<file path="src/rtl/hv_abist_rsp.sv">
// HV-side BIST responder: forwards synchronized analog fault flags and ADC words,
// or emulates timed fault/ADC responses to the BIST sequencer's stimulus lines.
module hv_abist_rsp #(
  parameter int                CLK_M        = 48,
  parameter int                ADC_DW       = 10,
  parameter int                RSP_DLY_CYC  = 8,
  parameter int                REL_DLY_CYC  = 4,
  parameter logic [ADC_DW-1:0] ADC_EMU_CODE = 10'h200
) (
  input  logic              i_clk,
  input  logic              i_rst,
  input  logic              i_rsp_mode,
  input  logic [5:0]        i_rsp_fail_mask,
  input  logic [5:0]        i_bist_stim,
  input  logic [4:0]        i_ana_flt,
  input  logic [ADC_DW-1:0] i_ana_adc_data1,
  input  logic [ADC_DW-1:0] i_ana_adc_data2,
  output logic              o_hv_vcc_ov,
  output logic              o_hv_ot,
  output logic              o_hv_desat_flt,
  output logic              o_hv_oc,
  output logic              o_hv_scp_flt,
  output logic [ADC_DW-1:0] o_hv_adc_data1,
  output logic [ADC_DW-1:0] o_hv_adc_data2,
  output logic              o_rsp_busy,
  output logic [2:0]        o_rsp_item,
  output logic              o_rsp_err
);

  localparam int CW = $clog2(CLK_M + 1);

  typedef enum logic [2:0] {S_IDLE, S_DLY, S_ASSERT, S_RELEASE, S_MASKED} state_t;

  state_t            state_q, state_d;
  logic [2:0]        item_q, item_d;
  logic [CW-1:0]     cnt_q, cnt_d;
  logic              err_q, err_d;
  logic [5:0]        stimIn_q, stimFf_q;
  logic [4:0]        fltS1_q, fltS2_q;
  logic [ADC_DW-1:0] adc1_q, adc2_q;
  logic [5:0]        rise, fall, itemBit;
  logic [2:0]        lowItem;
  logic              multiRise, active;
  logic [4:0]        flagOut;

  // Edges are taken after the stimulus register, so the FSM reacts one
  // cycle after the stimulus is first sampled.
  assign rise      = stimIn_q & ~stimFf_q;
  assign fall      = ~stimIn_q & stimFf_q;
  assign multiRise = (rise & (rise - 6'd1)) != 6'd0;
  assign itemBit   = 6'b1 << item_q;
  assign active    = (state_q == S_ASSERT) || (state_q == S_RELEASE);

  always_comb begin
    lowItem = 3'd0;
    for (int i = 5; i >= 0; i--) begin
      if (rise[i]) lowItem = 3'(i);
    end
  end

  always_ff @(posedge i_clk) begin
    if (i_rst) begin
      state_q  <= S_IDLE;
      item_q   <= 3'd7;
      cnt_q    <= '0;
      err_q    <= 1'b0;
      stimIn_q <= '0;
      stimFf_q <= '0;
      fltS1_q  <= '0;
      fltS2_q  <= '0;
      adc1_q   <= '0;
      adc2_q   <= '0;
    end else begin
      state_q  <= state_d;
      item_q   <= item_d;
      cnt_q    <= cnt_d;
      err_q    <= err_d;
      stimIn_q <= i_bist_stim;
      stimFf_q <= stimIn_q;
      fltS1_q  <= i_ana_flt;
      fltS2_q  <= fltS1_q;
      adc1_q   <= i_ana_adc_data1;
      adc2_q   <= i_ana_adc_data2;
    end
  end

  // Only the captured item steers the FSM; other rises can only flag an error.
  always_comb begin
    state_d = state_q;
    item_d  = item_q;
    cnt_d   = cnt_q;
    err_d   = err_q;
    if (!i_rsp_mode) begin
      state_d = S_IDLE;
      cnt_d   = '0;
      err_d   = 1'b0;
    end else begin
      if (multiRise || ((state_q != S_IDLE) && ((rise & ~itemBit) != 6'd0))) err_d = 1'b1;
      case (state_q)
        S_IDLE: begin
          if (rise != 6'd0) begin
            item_d  = lowItem;
            cnt_d   = '0;
            state_d = ((i_rsp_fail_mask & (6'b1 << lowItem)) != 6'd0) ? S_MASKED : S_DLY;
          end
        end
        S_DLY: begin
          if ((fall & itemBit) != 6'd0)            state_d = S_IDLE;
          else if (cnt_q == CW'(RSP_DLY_CYC - 1)) state_d = S_ASSERT;
          else                                     cnt_d   = cnt_q + CW'(1);
        end
        S_ASSERT: begin
          if ((fall & itemBit) != 6'd0) begin
            state_d = S_RELEASE;
            cnt_d   = '0;
          end
        end
        S_RELEASE: begin
          if (cnt_q == CW'(REL_DLY_CYC - 1)) state_d = S_IDLE;
          else                               cnt_d   = cnt_q + CW'(1);
        end
        S_MASKED: begin
          if ((fall & itemBit) != 6'd0) state_d = S_IDLE;
        end
        default: state_d = S_IDLE;
      endcase
    end
  end

  // Mode steers the outputs directly so a mode drop switches paths immediately.
  always_comb begin
    if (!i_rsp_mode) begin
      flagOut        = fltS2_q;
      o_hv_adc_data1 = adc1_q;
      o_hv_adc_data2 = adc2_q;
    end else begin
      flagOut        = active ? itemBit[4:0] : 5'd0;
      o_hv_adc_data1 = (active && (item_q == 3'd5)) ? ADC_EMU_CODE : '0;
      o_hv_adc_data2 = (active && (item_q == 3'd5)) ? ADC_EMU_CODE : '0;
    end
  end

  assign o_hv_vcc_ov    = flagOut[0];
  assign o_hv_ot        = flagOut[1];
  assign o_hv_desat_flt = flagOut[2];
  assign o_hv_oc        = flagOut[3];
  assign o_hv_scp_flt   = flagOut[4];
  assign o_rsp_busy     = (state_q != S_IDLE);
  assign o_rsp_item     = (state_q == S_IDLE) ? 3'd7 : item_q;
  assign o_rsp_err      = err_q;

endmodule

</file>
<file path="config.mk">
export PLATFORM = sky130hd
export DESIGN_NAME = hv_abist_rsp
export DESIGN_NICKNAME = d
export VERILOG_FILES = /design/src/rtl/hv_abist_rsp.sv
export SDC_FILE = /design/constraint.sdc
export NUM_CORES = 1
export LEC_CHECK = 0
export CORE_MARGIN = 4
export CORE_UTILIZATION = 51
export CTS_CLUSTER_SIZE = 12
export DETAILED_ROUTE_END_ITERATION = 12
export PLACE_DENSITY_LB_ADDON = 0.2
export SYNTH_ARGS = -nofsm -noshare
export SYNTH_HDL_FRONTEND = slang
export SYNTH_SLANG_ARGS = --single-unit
</file>
<file path="constraint.sdc">
create_clock -name i_clk -period 3.2 [get_ports i_clk]
set_clock_uncertainty 0.15 [all_clocks]
set_input_delay 0.64 -clock i_clk [delete_from_list [all_inputs] [get_ports i_clk]]
set_output_delay 0.64 -clock i_clk [all_outputs]
set_load 0.05 [all_outputs]
</file>
== Word level (Yosys, flattened, before mapping) ==
Index checks and enable logic that the tools add are counted.

* Register bits after elaboration: 55
* Bits in latches: 0
* RAM bits: 0
* ROM bits: 0
* Word-level logic and storage cells: 81
* Memories kept: 0

* Add/sub/neg operators: 2
* Multiply operators: 0
* Divide/modulo/power cells: 0
* $lt $le $gt $ge: 0
* Eq/ne operators: 15
* Shifts and indexed selects: 2
* Muxes and demuxes: 26
* Bitwise operators: 10
* Reduce and logical (&&, ||, !) cells: 16

{| class="wikitable"
|+ Operators by type and width
! operator !! number
|-
| $mux 3 || 14
|-
| $and 6x6->6 || 6
|-
| $mux 10 || 3
|-
| $mux 6 || 5
|-
| $reduce_bool 6->1 || 5
|-
| $pmux 6 s4 || 1
|-
| $not 6->6 || 3
|-
| $pmux 3 s5 || 1
|-
| $shl 1x3->6 const A || 2
|-
| $mux 5 || 2
|-
| $ne 2x2->1 const B || 5
|-
| $add 6x1->6 const B || 1
|-
| $eq 3x2->1 const B || 2
|-
| $eq 3x3->1 const B || 2
|-
| $eq 6x2->1 const B || 1
|-
| $eq 6x3->1 const B || 1
|-
| $reduce_and 6->1 || 1
|-
| $sub 6x1->6 const B || 1
|-
| $reduce_and 5->1 || 1
|-
| $ne 2x1->1 const B || 2
|-
| $reduce_bool 4->1 || 1
|-
| $eq 3x1->1 const B || 1
|-
| $logic_not 3->1 || 1
|-
| $ne 3x3->1 const B || 1
|-
| other kinds (6) || 8
|}

== Longest topological paths before layout ==
Gate-level depths: netlist (run 1).

* Word-level depth: 14
* Mapped depth: 7

== Worst setup path after synthesis (run 1) ==
OpenSTA, ideal clock, no wires.

* Path type: input to output
* Start point: in i_rsp_mode
* End point: out o_hv_oc
* Data arrival time: 2.000 ns
* Data required time: 2.410 ns
* Slack: 0.410 ns
* Stages: 3
* Path buffers: 0
* Cell sequence: inv_1 -> or4_1 -> o2bb2ai_1

* Cells in the longest elaborated chain, start to end: 1

{| class="wikitable"
|+ RTL lines
! item !! RTL line !! source
|-
| from (decl) || 12 || <nowiki>input logic i_rsp_mode,</nowiki>
|-
| $mux 5 || 132 || <nowiki>if (!i_rsp_mode) begin</nowiki>
|-
| to (decl) || 21 || <nowiki>output logic o_hv_oc,</nowiki>
|}

Every way passes these cells.

== Worst setup path in the final report (run 1) ==
Same ends and word-level chain as after synthesis.

==> implementation parameters, run 1 <==
Parameter                              Value

GRT
  Vias in the first global route ... 2037
  Combined global-route utilization of all metal layers ... 19.3%
  Maximum number of pins on one net before global-route repair ... 31
  Grt total ovfl ... 0
  Wire length of the first global-routing pass ... 9320 um
  Number of antenna violations at the first check in global routing ... 0

Yosys
  Synth top area cells ... dfxtp_1 (44%), nor2b_1 (17%), nand2b_1 (2.7%)
  Cell count after synthesis ... 274
  Most used flip-flop cell after synthesis ... dfxtp_1
  Fraction of post-synthesis cell area in the top cell type by area ... 43.8%
  Average footprint of a synthesized cell ... 9.18 um2
  Post-synthesis cell area ... 0.00251 mm2
  Flip-flop and latch count after synthesis ... 55
  Share of synthesized registers carrying an async set or reset ... 0%
  Cell variety after synth ... 58
  Portion of the post-synthesis area used by sequential elements ... 43.8%
  Post-Synthesis Net Count ... 315
  Synth warn ... 0
  Number of enable flip-flop cells after synthesis ... 0
  Library cell with the largest summed area after synthesis ... dfxtp_1

Routing
  Final ANT Viol Nets ... 0
  Total Wirelength ... 5790 um
  Wirelength per Cell ... 14.1 um
  Vias ... 2195
  Detailed-router iteration count before antenna repair ... 5
  Via density per instance ... 5.34
  DRC violations left ... 0
  DRC violation total after the first TritonRoute iteration ... 148

Setup path
  Worst R2R End ... cnt_q[2]$_SDFFE_PP0P_
  Worst setup path category ... in -> out
  Depth of the worst register-to-register path ... 6
  Startpoint kind of the worst setup timing path ... input port
  Critical register-to-register path startpoint ... item_q[0]$_SDFFE_PP1P_
  Signal arrival time at the worst endpoint ... 2.22 ns
  Setup slack of the worst register-to-register path ... 0.86 ns
  Data required time at the worst endpoint ... 2.41 ns
  Largest driver fanout on the critical path ... 2
  Type of destination of the critical path ... primary output

STA
  Unrepaired setup endpoints after global routing ... false
  FMAX ... 0.332 GHz
  Worst hold slack after final layout ... 0.296 ns
  Max-slew violations ... 0
  Headroom to the max-slew limit ... 63.7%
  Setup WS post-layout ... 0.192 ns
  Setup violation total in the final timing report ... 0
  Setup Total Neg Slack ... 0 ns
  Measured slew at the worst slew-check pin ... 0.540 ns
  Share of the clock period used by the worst path ... 94.0%
  Hold violation total from the final report ... 0
  Final min period ... 3.01 ns

Final layout
  Total number of nets in the final design ... 384
  Syn-to-layout area delta ... 43.1%
  Total inserted antenna cells ... 0
  Total area of multi-input combinational cells ... 0.00130 mm2
  Fill cell total of the finished layout ... 362
  Final design instance area without fill ... 0.00360 mm2
  Share of layout cells above drive strength 1 ... 17.2%
  Sequential standard cell area ... 0.00110 mm2
  Final core utilization ... 75.7%

Min path
  Hold Crit Class ... reg -> reg
  WHS Endpoint ... fltS2_q[3]$_SDFF_PP0_
  HP Start ... fltS1_q[3]$_SDFF_PP0_
  Hold path depth ... 1

Clock network
  Buffers inserted by post-CTS timing repair ... 0
  CTS max path bufs ... 2
  Reg clk slew, reported paths ... 0.09 ns
  Sink Count ... 55
  TritonCTS clock tree ... yes
  Root buffer cell ... clkbuf_8
  Number of buffers inserted by hold repair at cts ... 0
  CTS-repair resized insts ... 0
  CTS H-tree lvls ... 2
  Clock latency at the later pin of the worst-skew pair ... 0.31 ns
  Total clock buffers created by CTS ... 5

Floorplanning
  Width of the die ... 78.2 um
  Boundary pin count ... 70
  Die H ... 78.2 um
  Initial cell density of the core ... 52.9%
  Cell Rows ... 25
  Die area ... 0.00612 mm2
  Floorplan Core Area ... 0.00475 mm2

Placed design
  Area after DPL ... 0.00350 mm2
  Number of buffers added on ports ... 69
  Worst setup slack before clock tree synthesis ... 0.210 ns
  Routability congestion estimate ... 0.963
  Detailed-placement wirelength estimate ... 4330 um

Pwr
  Switching power of the nets ... 436 uW
  Combinational Power Share ... 23.5%
  Cell Pwr Density ... 422 mW/mm2
  Part of the power in the clock network ... 27.4%
  Proportion of power drawn by flip-flops and latches ... 49.1%
  Sw Ratio ... 28.7%
  Leakage power of the design ... 0.00136 uW
  Pint ... 1090 uW
  Worst vdd ir ... 0.269 mV

Outcome
  Status ... finished clean

Flow run
  Maximum Capacitance Violations ... 0
cells by family (layout without fill, tap and decap cells):
kind of cell	count (synthesis)	after routing	share of synthesized area, %
simple gates	138	138	33.8
fa+ha+maj	1	1	0.497
buf+inv	21	91	4.63
compound gates	56	56	15.6
xor+xnor	1	1	0.348
mux	2	2	1.34
flops	55	55	43.8
state kept, by name, summed over array words and instances, names as in the netlist:
register / cells
stimIn_q: 6
fltS2_q: 5
adc2_q: 10
fltS1_q: 5
state_q: 3
cnt_q: 6
adc1_q: 10
item_q: 3
stimFf_q: 6
o_rsp_err: 1
per-stage QoR:
step / std cells / power [uW]
2_1_floorplan: 274 / 969
3_3_place_gp: 403 / 1110
3_5_place_dp: 403 / 1120
4_1_cts: 411 / 1530
5_1_grt: 411 / 1580
6_report: 411 / 1520
synth_stat cells, types with 2 or more instances:
| master | number |
|---|---|
| or3_1 | 2 |
| buf_6 | 4 |
| or4_1 | 2 |
| nor3_1 | 4 |
| o21ai_1 | 2 |
| o22ai_1 | 7 |
| nor2b_1 | 69 |
| dfxtp_1 | 55 |
| nor2_1 | 9 |
| a211o_1 | 2 |
| nand2b_1 | 11 |
| a22o_1 | 3 |
| nand3_1 | 10 |
| a21oi_1 | 12 |
| or2_2 | 3 |
| nor2_2 | 2 |
| a31oi_1 | 5 |
| or4b_1 | 2 |
| clkbuf_1 | 7 |
| inv_1 | 7 |
| o21ai_0 | 6 |
| nand2_1 | 12 |
| o2bb2ai_1 | 2 |
| a31o_1 | 2 |
routing by layer:
layer / vias up / share of wire, % / track usage (%)
met1: 1009 / 41 / 22.8
met2: 82 / 50 / 33.6
met3: 15 / 5.6 / 3.33
li1: 1087 / - / -
met4: 2 / 2.3 / 9.79
met5: - / 0.26 / 0
how the worst max path moves through the flow:
stage | startpoint | to | cells after the start
final | i_rsp_mode | o_hv_oc | 5
after global routing | i_rsp_mode | o_hv_oc | 5
after CTS | i_rsp_mode | o_hv_oc | 5
after detailed placement | i_rsp_mode | o_hv_oc | 5
after global placement | i_rsp_mode | o_hv_ot | 5
after floorplan | i_rsp_mode | o_hv_oc | 3
cells in the final DEF, fill, tap and decap left out, drive strengths merged, types with 2 or more instances in the layout:
cell	n
dfxtp	55
nand2	12
a31oi	6
clkbuf	7
nand4	2
o21ai	9
buf	34
a211o	2
or2b	2
or2	3
a31o	2
nor2	11
or4b	2
nor4	2
clkdlybuf4s50	41
o2bb2ai	2
nand2b	11
and2b	2
a21oi	12
or3	2
nand3	10
nor2b	69
inv	8
or4	3
o22ai	7
nor3	4
a22o	3
power by group through the flow:
stage	logic, uW	registers (uW)	clock network (uW)
floorplan	221	749	0
global placement	349	761	0
detailed placement	355	763	0
CTS	356	747	422
global route	380	753	450
finish	357	747	417
critical path, stage by stage:
cell and delay [ns]:
clkdlybuf4s50_1 0.54, inv_1 0.07, or4_1 0.50, o2bb2ai_1 0.29, buf_12 0.18
cell type report:
class                      instances  area share, %
multi-input combinational        198           36.0
sequential                        55           30.6
timing repair buffer              75           27.2
clock buffer                       7           2.68
tap                               67           2.33
inverter                           8          0.973
clock inverter                     1          0.209
Note: power is estimated with default switching activity, not from simulation.
==> run 2, diff against run 1 <==
--- a/config.mk
+++ b/config.mk
@@ -5,8 +5,9 @@
 export SDC_FILE = /design/constraint.sdc
 export NUM_CORES = 1
 export LEC_CHECK = 0
+export CAP_MARGIN = 30
 export CORE_MARGIN = 4
-export CORE_UTILIZATION = 51
+export CORE_UTILIZATION = 48
 export CTS_CLUSTER_SIZE = 12
 export DETAILED_ROUTE_END_ITERATION = 12
 export PLACE_DENSITY_LB_ADDON = 0.2
==> constraint.sdc (replaced) <==
create_clock -name i_clk -period 3 [get_ports i_clk]
set_clock_uncertainty 0.15 [all_clocks]
set_input_delay 0.6 -clock i_clk [delete_from_list [all_inputs] [get_ports i_clk]]
set_output_delay 0.6 -clock i_clk [all_outputs]
set_load 0.05 [all_outputs]
==> implementation parameters, run 2 (synthesis gave the netlist of run 1 again) <==
Parameter                              Value

Routing
  Total Wirelength ... 5870 um
  Detailed-router iteration count before antenna repair ... 4
  Via density per instance ... 5.21
  Wirelength per Cell ... 14.2 um
  DRC violations left ... 0
  DRC violation total after the first TritonRoute iteration ... 125
  Final ANT Viol Nets ... 0
  Vias ... 2155

GRT
  Wire length of the first global-routing pass ... 9320 um
  Number of antenna violations at the first check in global routing ... 0
  Grt total ovfl ... 0
  Maximum number of pins on one net before global-route repair ... 44
  Vias in the first global route ... 2044
  Combined global-route utilization of all metal layers ... 18.8%

Pwr
  Sw Ratio ... 29.5%
  Combinational Power Share ... 24.2%
  Proportion of power drawn by flip-flops and latches ... 50.5%
  Pint ... 1110 uW
  Leakage power of the design ... 0.00135 uW
  Cell Pwr Density ... 441 mW/mm2
  Worst vdd ir ... 0.254 mV
  Part of the power in the clock network ... 25.4%
  Total design power ... 1580 uW
  Switching power of the nets ... 466 uW

STA
  Measured slew at the worst slew-check pin ... 0.576 ns
  Headroom to the max-slew limit ... 61.3%
  Worst hold slack after final layout ... 0.295 ns
  Max-slew violations ... 0
  Hold violation total from the final report ... 0
  Setup violation total in the final timing report ... 0
  Share of the clock period used by the worst path ... 97.7%
  Unrepaired setup endpoints after global routing ... true
  Final min period ... 2.93 ns
  FMAX ... 0.341 GHz
  Setup WS post-layout ... 0.0681 ns

Setup path
  Buffers and inverters on the worst path ... 3
  Worst setup path category ... in -> out
  Largest incremental delay on the critical path ... 0.54 ns
  Critical path's top delay family ... buffers and inverters
  Slowest cell on crit path ... clkdlybuf4s50_1
  Type of destination of the critical path ... primary output
  Signal arrival time at the worst endpoint ... 2.18 ns
  Startpoint kind of the worst setup timing path ... input port
  Data required time at the worst endpoint ... 2.25 ns
  Largest driver fanout on the critical path ... 3
  Ordered list of cells on the worst path ... clkdlybuf4s50_1 > inv_1 > or4_1 > o2bb2ai_1 > buf_12
  Setup slack of the worst register-to-register path ... 0.66 ns

Flow run
  Maximum Capacitance Violations ... 0

Final layout
  Total number of nets in the final design ... 384
  Top library cells by usage in the layout, fill and taps aside ... nor2b_1 (69), dfxtp_1 (55), clkdlybuf4s50_1 (41), buf_12 (25)
  Final core utilization ... 70.2%
  Total area of multi-input combinational cells ... 0.00130 mm2
  Largest registers ... adc1_q (10), adc2_q (10)
  Count of placed standard cells in the final layout, fillers left out ... 414
  Share of layout cells above drive strength 1 ... 16.9%
  Syn-to-layout area delta ... 42.5%
  Fill cell total of the finished layout ... 414
  Sequential standard cell area ... 0.00110 mm2
  Most common cell after layout, fill and taps aside ... nor2b_1
  Total inserted antenna cells ... 0

Clock network
  CTS H-tree lvls ... 2
  TritonCTS clock tree ... yes
  Sink Count ... 55
  CTS max path bufs ... 2
  Number of buffers inserted by hold repair at cts ... 0
  Clock latency at the later pin of the worst-skew pair ... 0.32 ns
  Reg clk slew, reported paths ... 0.10 ns
  Buffers inserted by post-CTS timing repair ... 0
  Total clock buffers created by CTS ... 5
  Root buffer cell ... clkbuf_8
  CTS-repair resized insts ... 0

Floorplanning
  Width of the die ... 80.4 um
  Floorplan Core Area ... 0.00511 mm2
  Cell Rows ... 26
  Die H ... 80.4 um
  Boundary pin count ... 70
  Die area ... 0.00646 mm2
  Initial cell density of the core ... 49.2%

Min path
  Hold Crit Class ... reg -> reg

Placed design
  Cell Count Post-Placement ... 406
  Number of buffers added on ports ... 69
  Worst setup slack before clock tree synthesis ... 0.0616 ns
  Routability congestion estimate ... 0.905
  Detailed-placement wirelength estimate ... 4510 um

Outcome
  Status ... finished clean
[run 2: routing by layer]
metal | up-vias | global-route usage [%] | wire length, um
li1 | 1081 | - | -
met1 | 1011 | 22.7 | 2340
met2 | 55 | 32.5 | 3130
met3 | 8 | 4.15 | 287
met4 | 0 | 7.09 | 110
met5 | - | 0 | 0
[run 2: path summary, 6_finish.rpt]
kind,startpoint,to,depth (start not counted)
setup reg to reg,item_q[0]$_SDFFE_PP1P_,cnt_q[2]$_SDFFE_PP0P_,6
setup / recovery,i_rsp_mode,o_hv_oc,5
hold / removal,fltS1_q[3]$_SDFF_PP0_,fltS2_q[3]$_SDFF_PP0_,1
hold reg to reg,fltS1_q[3]$_SDFF_PP0_,fltS2_q[3]$_SDFF_PP0_,1
[run 2: stage by stage]
step	TNS [ns]	cell area [um2]
after floorplan	0	2510
after global placement	0	3500
after detailed placement	0	3500
after CTS	0	3580
after global routing	-0.000542	3580
final	0	3580
[run 2: layout make-up]
cell class | instances | area share, %
inverter | 8 | 0.977
timing repair buffer | 75 | 27.3
tap | 70 | 2.44
multi-input combinational | 198 | 36.2
sequential | 55 | 30.7
clock buffer | 6 | 2.02
clock inverter | 2 | 0.349
[run 2: power by group through the flow]
| stage | clock network (uW) | logic, uW | registers, uW |
|---|---|---|---|
| 2_1_floorplan | 0 | 235 | 799 |
| 3_3_place_gp | 0 | 375 | 812 |
| 3_5_place_dp | 0 | 382 | 814 |
| 4_1_cts | 417 | 383 | 797 |
| 5_1_grt | 447 | 409 | 803 |
| 6_report | 401 | 382 | 797 |
==> run 3, diff against run 2 <==
--- a/config.mk
+++ b/config.mk
@@ -7,7 +7,7 @@
 export LEC_CHECK = 0
 export CAP_MARGIN = 30
 export CORE_MARGIN = 4
-export CORE_UTILIZATION = 48
+export CORE_UTILIZATION = 29
 export CTS_CLUSTER_SIZE = 12
 export DETAILED_ROUTE_END_ITERATION = 12
 export PLACE_DENSITY_LB_ADDON = 0.2
==> implementation parameters, run 3 (synthesis gave the netlist of run 1 again) <==
Parameter                              Value

Outcome
  Status ... finished clean

Flow run
  Maximum Capacitance Violations ... 0

Routing
  Final ANT Viol Nets ... 0
  Total Wirelength ... 6160 um
  Detailed-router iteration count before antenna repair ... 6
  DRC violation total after the first TritonRoute iteration ... 103
  DRC violations left ... 0
  Wirelength per Cell ... 13.8 um
  Vias ... 2119
  Via density per instance ... 4.74

STA
  Setup violation total in the final timing report ... 0
  FMAX ... 0.342 GHz
  Unrepaired setup endpoints after global routing ... false
  Max-slew violations ... 0
  Final min period ... 2.92 ns
  Hold violation total from the final report ... 0
  Share of the clock period used by the worst path ... 97.4%
  Setup Total Neg Slack ... 0 ns
  Measured slew at the worst slew-check pin ... 0.557 ns
  Headroom to the max-slew limit ... 62.6%
  Setup WS post-layout ... 0.0766 ns

Clock network
  Clock latency at the later pin of the worst-skew pair ... 0.31 ns
  Number of buffers inserted by hold repair at cts ... 0
  Root buffer cell ... clkbuf_8
  CTS-repair resized insts ... 0
  CTS max path bufs ... 2
  Total clock buffers created by CTS ... 5
  Reg clk slew, reported paths ... 0.09 ns
  CTS H-tree lvls ... 2
  Buffers inserted by post-CTS timing repair ... 0
  TritonCTS clock tree ... yes
  Sink Count ... 55

GRT
  Combined global-route utilization of all metal layers ... 12.2%
  Wire length of the first global-routing pass ... 9800 um
  Grt total ovfl ... 0
  Maximum number of pins on one net before global-route repair ... 29
  Number of antenna violations at the first check in global routing ... 0
  Vias in the first global route ... 2030

Floorplanning
  Cell Rows ... 33
  Die H ... 101 um
  Floorplan Core Area ... 0.00834 mm2
  Die area ... 0.0102 mm2
  Width of the die ... 101 um
  Boundary pin count ... 70
  Initial cell density of the core ... 30.2%

Final layout
  Share of layout cells above drive strength 1 ... 17.0%
  Syn-to-layout area delta ... 43.8%
  Largest registers ... adc1_q (10), adc2_q (10)
  Final core utilization ... 43.4%
  Total inserted antenna cells ... 0
  Most common cell after layout, fill and taps aside ... nor2b_1
  Total number of nets in the final design ... 382
  Fill cell total of the finished layout ... 798
  Top library cells by usage in the layout, fill and taps aside ... nor2b_1 (69), dfxtp_1 (55), clkdlybuf4s50_1 (39), buf_12 (25)

Placed design
  Detailed-placement wirelength estimate ... 4640 um
  Worst setup slack before clock tree synthesis ... 0.0572 ns
  Number of buffers added on ports ... 69
  Routability congestion estimate ... 0.833

Setup path
  Largest driver fanout on the critical path ... 2
  Worst setup path category ... in -> out
  Signal arrival time at the worst endpoint ... 2.17 ns
  Startpoint kind of the worst setup timing path ... input port
  Type of destination of the critical path ... primary output
  Data required time at the worst endpoint ... 2.25 ns

Pwr
  Worst vdd ir ... 0.191 mV
  Total design power ... 1610 uW
  Leakage power of the design ... 0.00135 uW
  Cell Pwr Density ... 444 mW/mm2

Min path
  Hold Crit Class ... reg -> reg
-- run 3: cell count changes in the layout (fill, tap and decap cells not counted) --
cell / change
clkdlybuf4s50_1: -2
buf_2: +1
buf_4: -1
clkbuf_8: +1
clkinv_2: -1
clkinv_4: +1
clkinvlp_4: -1
-- run 3: critical path: stages --
cell,delay [ns]
clkdlybuf4s50_1,0.55
inv_1,0.08
or4_1,0.50
o2bb2ai_1,0.27
buf_12,0.18
-- run 3: layout make-up --
| type | count | area [um2] | share of cell area [%] |
|---|---|---|---|
| multi-input cells | 198 | 1300 | 35.9 |
| flip-flops and latches | 55 | 1100 | 30.4 |
| repair buffers | 73 | 956 | 26.4 |
| well taps | 105 | 131 | 3.63 |
| clock buffers | 7 | 86.3 | 2.39 |
| inverters | 8 | 35.0 | 0.969 |
| clock inverters | 1 | 8.76 | 0.242 |
-- run 3: through the flow --
| step | area [um2] | hold slack, ns | instances |
|---|---|---|---|
| 3_5_place_dp | 3520 | 0.272 | 439 |
| 6_report | 3620 | 0.290 | 447 |
| 4_1_cts | 3620 | 0.295 | 447 |
| 3_3_place_gp | 3520 | 0.265 | 439 |
| 5_1_grt | 3620 | 0.317 | 447 |
| 2_1_floorplan | 2510 | 0.264 | 274 |
-- run 3: path summary, 6_finish.rpt --
kind,to,start,depth (start not counted),slack (ns)
max,o_hv_oc,i_rsp_mode,5,0.08
min,fltS2_q[3]$_SDFF_PP0_,fltS1_q[3]$_SDFF_PP0_,1,0.29
max reg2reg,cnt_q[2]$_SDFFE_PP0P_,item_q[0]$_SDFFE_PP1P_,6,0.60
min reg2reg,fltS2_q[3]$_SDFF_PP0_,fltS1_q[3]$_SDFF_PP0_,1,0.29
-- run 3: power by group --
part	switching [uW]	internal, uW
Sequential	35.1	767
Combinational	195	176
Clock	243	190
-- run 3: per-layer routing --
| layer | wire (um) | part of all wire, % | GRT usage, % |
|---|---|---|---|
| met1 | 2590 | 42 | 14.3 |
| met2 | 3180 | 52 | 21.2 |
| met3 | 286 | 4.6 | 2.63 |
| met4 | 106 | 1.7 | 5.32 |
| met5 | 0 | 0 | 0 |
